File: src/rtl/cache_control_pkg.sv
// Shared types for the LC-3b two-way set-associative cache controller.
// Optional performance counters are enabled with CACHE_PERF_CNT_EN.
package lc3b_types;

    typedef enum logic [1:0] {
        IDLE      = 2'd0,
        WRITEBACK = 2'd1,
        ALLOCATE  = 2'd2
    } lc3b_cache_state;

    typedef logic        lc3b_way;
    typedef logic [15:0] lc3b_perf_count;

    localparam lc3b_perf_count PERF_COUNT_MAX = 16'hFFFF;

endpackage

File: src/rtl/cache_control_perf_counter.sv
// Saturating 16-bit event counter; only instantiated when CACHE_PERF_CNT_EN is defined.
module cache_perf_counter
    import lc3b_types::*;
(
    input  logic           clk,
    input  logic           reset_n,
    input  logic           inc,
    output lc3b_perf_count count
);

    always_ff @(posedge clk or negedge reset_n) begin
        if (!reset_n)
            count <= '0;
        else if (inc && (count != PERF_COUNT_MAX))
            count <= count + 16'd1;
    end

endmodule

File: src/rtl/cache_control.sv
// Control FSM for the LC-3b 2-way write-back/write-allocate cache.
// Hit/miss performance counters are built only when CACHE_PERF_CNT_EN is defined.
module cache_control
    import lc3b_types::*;
(
    input  logic           clk,
    input  logic           reset_n,
    input  logic           mem_read,
    input  logic           mem_write,
    input  logic [1:0]     mem_byte_enable,
    output logic           mem_resp,
    input  logic           hit0,
    input  logic           hit1,
    input  logic           valid0,
    input  logic           valid1,
    input  logic           dirty0,
    input  logic           dirty1,
    input  logic           lru_out,
    output logic           pmem_read,
    output logic           pmem_write,
    input  logic           pmem_resp,
    output logic           data_write0,
    output logic           data_write1,
    output logic           tag_write0,
    output logic           tag_write1,
    output logic           valid_write0,
    output logic           valid_write1,
    output logic           dirty_write0,
    output logic           dirty_write1,
    output logic           dirty_in,
    output logic           lru_write,
    output logic           lru_in,
    output logic           way_sel,
    output logic           datain_sel,
    output logic [1:0]     membytemux_sel,
    output logic           pmem_addr_sel,
    output lc3b_perf_count hit_count,
    output lc3b_perf_count miss_count
);

    lc3b_cache_state state, next_state;
    lc3b_way         victim, victim_q, hit_way;
    logic            req, hit, victim_dirty, leave_idle;

    assign req          = mem_read | mem_write;
    assign hit          = hit0 | hit1;
    assign hit_way      = hit0 ? 1'b0 : 1'b1;
    // Fill an empty way before evicting anything; LRU only decides between two valid ways.
    assign victim       = !valid0 ? 1'b0 : (!valid1 ? 1'b1 : lru_out);
    assign victim_dirty = victim ? (dirty1 & valid1) : (dirty0 & valid0);
    assign leave_idle   = (state == IDLE) && (next_state != IDLE);

    always_ff @(posedge clk or negedge reset_n) begin
        if (!reset_n) begin
            state    <= IDLE;
            victim_q <= 1'b0;
        end else begin
            state <= next_state;
            if (leave_idle)
                victim_q <= victim;
        end
    end

    always_comb begin
        next_state     = state;
        mem_resp       = 1'b0;
        pmem_read      = 1'b0;
        pmem_write     = 1'b0;
        data_write0    = 1'b0;
        data_write1    = 1'b0;
        tag_write0     = 1'b0;
        tag_write1     = 1'b0;
        valid_write0   = 1'b0;
        valid_write1   = 1'b0;
        dirty_write0   = 1'b0;
        dirty_write1   = 1'b0;
        dirty_in       = 1'b0;
        lru_write      = 1'b0;
        lru_in         = 1'b0;
        way_sel        = 1'b0;
        datain_sel     = 1'b0;
        membytemux_sel = 2'b00;
        pmem_addr_sel  = 1'b0;
        // Outputs stay quiet while reset is held, even though the hit path is combinational.
        if (reset_n) begin
            unique case (state)
                IDLE: begin
                    if (req && hit) begin
                        mem_resp  = 1'b1;
                        way_sel   = hit_way;
                        lru_write = 1'b1;
                        lru_in    = ~hit_way;
                        if (mem_write) begin
                            data_write0    = ~hit_way;
                            data_write1    = hit_way;
                            dirty_write0   = ~hit_way;
                            dirty_write1   = hit_way;
                            dirty_in       = 1'b1;
                            datain_sel     = 1'b1;
                            membytemux_sel = mem_byte_enable;
                        end
                    end else if (req) begin
                        next_state = victim_dirty ? WRITEBACK : ALLOCATE;
                    end
                end
                WRITEBACK: begin
                    pmem_write    = 1'b1;
                    pmem_addr_sel = 1'b1;
                    way_sel       = victim_q;
                    if (pmem_resp)
                        next_state = ALLOCATE;
                end
                ALLOCATE: begin
                    pmem_read = 1'b1;
                    if (pmem_resp) begin
                        data_write0  = ~victim_q;
                        data_write1  = victim_q;
                        tag_write0   = ~victim_q;
                        tag_write1   = victim_q;
                        valid_write0 = ~victim_q;
                        valid_write1 = victim_q;
                        dirty_write0 = ~victim_q;
                        dirty_write1 = victim_q;
                        next_state   = IDLE;
                    end
                end
                default: next_state = IDLE;
            endcase
        end
    end

`ifdef CACHE_PERF_CNT_EN
    cache_perf_counter u_hit_cnt (
        .clk     (clk),
        .reset_n (reset_n),
        .inc     (mem_resp),
        .count   (hit_count)
    );

    cache_perf_counter u_miss_cnt (
        .clk     (clk),
        .reset_n (reset_n),
        .inc     (leave_idle),
        .count   (miss_count)
    );
`else
    assign hit_count  = '0;
    assign miss_count = '0;
`endif

endmodule

File: config.mk
export PLATFORM = sky130hd
export DESIGN_NAME = cache_control
export DESIGN_NICKNAME = d
export VERILOG_FILES = /design/src/rtl/cache_control_pkg.sv /design/src/rtl/cache_control_perf_counter.sv /design/src/rtl/cache_control.sv
export SDC_FILE = /design/constraint.sdc
export NUM_CORES = 1
export LEC_CHECK = 0
export ABC_AREA = 1
export CAP_MARGIN = 20
export CORE_MARGIN = 2
export CORE_UTILIZATION = 30
export DETAILED_ROUTE_END_ITERATION = 16
export PLACE_DENSITY = 0.92
export SLEW_MARGIN = 40
export SYNTH_ARGS = -nofsm -noshare
export SYNTH_HDL_FRONTEND = slang
export SYNTH_SLANG_ARGS = --single-unit
File: constraint.sdc
create_clock -name clk -period 1.4 [get_ports clk]
set_input_delay 0.14 -clock clk [delete_from_list [all_inputs] [get_ports clk]]
set_output_delay 0.14 -clock clk [all_outputs]
set_load 0.1 [all_outputs]
==> results.py <==
metrics = {
    "synthesis": {
        "netlist-cell-type-count": 20,
        "synthCells": 108,
        "synth-seq-cells": 3,
        "ys_warn_count": 0,
        "synth_area_um2": 674.4,
        "synth.avg_cell_area_um2": 6.244,
        "yosysSeqAreaShare": 0.1113,
    },
    "critical_path": {
        "r2r-end": "victim_q$_DFFE_PN0P_",
        "cpMaxStageDelayCell": "dfrtp_1",
        "cp-endpoint": "way_sel",
        "r2r_start": "state[1]$_DFF_PN0_",
        "slowest_delay_ns": 0.42,
        "cp_cell_sequence": "nor2_4, inv_4, nor3_4, a21oi_1, nor2_2, buf_12",
        "crit_start": "state[0]$_DFF_PN0_",
        "cp-start-kind": "register",
        "reg2regPathDepth": 10,
        "reg2reg_slack_ns": -0.10,
        "cp-end-kind": "output pin",
        "cp_max_fo": 3,
        "required_ns": 1.26,
        "arrival_ns": 1.56,
        "path_class": "register to output pin",
    },
    "floorplan": {
        "io_pins": 65,
        "initial_utilization": 0.3108,
        "die_h_um": 51.41,
        "rows": 17,
        "fp.dieArea_mm2": 0.002643,
        "core_area_mm2": 0.002170,
        "die-width_um": 51.41,
    },
    "sta": {
        "fmax_mhz": 589.4,
        "holdWs_ns": 0.04982,
        "period_needed_ns": 1.697,
        "fin_ws_ns": -0.2965,
        "hold_viol": 0,
        "fin_crit_sh": 1.212,
        "setup_viol": 20,
        "fin_skew_ns": 0.0004230,
        "finalMaxSlewViolations": 0,
        "rsz0062_at_grt": "true",
    },
    "power_and_ir_drop": {
        "power_leakage_uw": 0.0007283,
        "power_switching_uw": 911.3,
        "cellPowerDensity_mw_per_mm2": 990.0,
        "ir_drop_uv": 626.2,
        "p_seq_frac": 0.087,
        "power_frac_clock": 0.107,
        "p_sw_frac": 0.6430,
        "p_total_uw": 1417,
        "pwr-share-comb": 0.806,
        "p_int_uw": 505.8,
    },
    "global_route": {
        "grt_overflow": 0,
        "first_global_vias": 759,
        "use_met1": 0.1957,
        "grt_use_met3": 0.01754,
        "grt_pass1_wl_um": 3650,
        "top_usage_layer": "met2",
        "grt_start_max_net_pins": 8,
        "grt_use_met2": 0.3825,
        "antenna_found_initial": 0,
        "track_usage": 0.1833,
    },
    "detailed_routing": {
        "wl_um": 2309,
        "drcViolationCount": 0,
        "num_vias": 753,
        "avgRoutedWirePerCell_um": 12.28,
        "ant_nets": 0,
        "viasPerCell": 4.005,
        "first_pass_iters": 4,
        "drt-initial-drc-count": 9,
    },
    "min_path": {
        "holdCritPathClass": "primary input to async pin",
    },
    "job": {
        "cap_violations": 0,
    },
    "placed_design": {
        "place_area_mm2": 0.001290,
        "place_congestion": 0.7847,
        "hpwl_um": 1712,
        "portBuffers": 32,
    },
    "final_layout": {
        "final_cell_area_mm2": 0.001431,
        "final_layout_size_suffix_gt1_frac": 0.4813,
        "fin_util": 0.6597,
        "final_nets": 175,
        "areaGrowthSynthToFinish_pct": 112.2,
        "diodes": 0,
    },
    "status": {
        "violations": "negative setup slack",
        "status": "complete, but fails checks",
    },
    "clock_tree": {
        "cts_tree": "built",
        "cts.sinks": 3,
        "clkTransAtPathRegs_ns": 0.04,
        "htreeDepth": 1,
        "cts_hold_buf": 0,
        "numCtsBuffers": 3,
        "cts-root-buf": "clkbuf_4",
        "clk_latency_ns": 0.23,
        "clk_path_buf_depth": 2,
    },
}
[stage by stage]
stage | instances | setup TNS, ns | worst slack, ns
global route | 188 | -5.224 | -0.3583
floorplan | 139 | -9.658 | -1.097
global placement | 179 | -2.818 | -0.2616
detailed placement | 179 | -4.212 | -0.4544
finish | 188 | -3.751 | -0.2965
CTS | 187 | -3.737 | -0.2728
[power groups by stage]
stage               Sequential (µW)  Combinational [µW]  Clock (µW)
floorplan                       115                 892           0
CTS                             121                1120         156
detailed placement              120                1070           0
global route                    125                1180         160
global placement                118                1050           0
finish                          123                1140         151
[cell type report]
type                       count  area, µm²
sequential                     3      75.07
timing repair buffer          56      701.9
inverter                      17      72.57
multi-input combinational     80      520.5
clock buffer                   4      26.28
tap                           28      35.03
fill                         167      738.2
[layer usage]
layer,part of all wire,wire [µm]
met5,0,0
met4,0.022,51
met3,0.043,99
met2,0.59,1365
met1,0.34,793
[sequential cells by signal, summed over array words and instances (netlist names)]
signal and cells:
state 2, victim_q 1
[synthesized netlist by cell type]
| cell type | instances | share of area |
|---|---|---|
| or2_4 | 1 | 0.013 |
| inv_2 | 1 | 0.0056 |
| a21oi_1 | 2 | 0.015 |
| o32ai_1 | 1 | 0.013 |
| a21boi_0 | 1 | 0.011 |
| buf_4 | 39 | 0.43 |
| nand3_1 | 2 | 0.015 |
| nand2_1 | 19 | 0.11 |
| nor2_1 | 11 | 0.061 |
| o21ai_2 | 1 | 0.013 |
| conb_1 | 1 | 0.0056 |
| a32oi_1 | 1 | 0.013 |
| nand2_2 | 2 | 0.019 |
| nor4_1 | 1 | 0.0093 |
| a21oi_2 | 2 | 0.026 |
| nor2_2 | 2 | 0.019 |
| nor3_2 | 1 | 0.015 |
| nor3_1 | 1 | 0.0074 |
| dfrtp_1 | 3 | 0.11 |
| inv_1 | 16 | 0.089 |
[what timing repair did]
action / 4_1_cts / 5_1_grt
endpoints found under the setup margin: 20 / 22
cloned: 0 / 0
pin swaps: 9 / 6
setup buffers: 4 / 3
resized for setup: 16 / 7
[placed cells by master, fill, tap and decap left out]
cell type	Yosys	layout
nor2_4	0	9
nor4_4	0	1
buf_6	0	2
clkdlybuf4s50_1	0	10
inv_1	16	12
nor2_2	2	1
or2_4	1	1
a21boi_0	1	1
nand3_1	2	1
dfrtp_1	3	3
o21ai_2	1	1
nand2_4	0	3
buf_4	39	22
inv_4	0	2
nor2_1	11	3
inv_2	1	2
clkinvlp_4	0	1
conb_1	1	32
clkbuf_1	0	1
a21oi_2	2	2
o32ai_4	0	1
clkbuf_4	0	3
nand2_2	2	3
nor3_4	0	2
a32oi_2	0	1
dlymetal6s2s_1	0	2
a21oi_1	2	2
nand3_4	0	1
dlygate4sd2_1	0	1
nand2_1	19	15
buf_12	0	19
[worst max-delay path, delay by kind of cell, from the launching register on]
kind | cells | cell delay [ns]
AOI/OAI and AO/OA | 1 | 0.11
buffers and inverters | 2 | 0.26
DFF | 1 | 0.42
and+or+nand+nor | 3 | 0.53
[how the worst min path moves through the flow]
stage,start,endpoint,slack (ns),cells past startpoint
finish,reset_n,victim_q$_DFFE_PN0P_,0.05,2
global route,reset_n,victim_q$_DFFE_PN0P_,0.05,2
CTS,reset_n,state[1]$_DFF_PN0_,0.02,2
detailed placement,reset_n,state[1]$_DFF_PN0_,0.54,2
global placement,victim_q$_DFFE_PN0P_,victim_q$_DFFE_PN0P_,0.52,2
floorplan,reset_n,state[0]$_DFF_PN0_,-0.16,0
[kinds of logic (layout without fill, tap and decap cells)]
family | after synthesis | in the layout | synth area share
flip-flops | 3 | 3 | 0.1113
other | 1 | 32 | 0.005561
AO/OA/AOI/OAI | 8 | 8 | 0.09093
AND/OR/NAND/NOR | 40 | 40 | 0.2635
buffers and inverters | 56 | 77 | 0.5288
No activity file was read; power rests on OpenSTA's default activity.
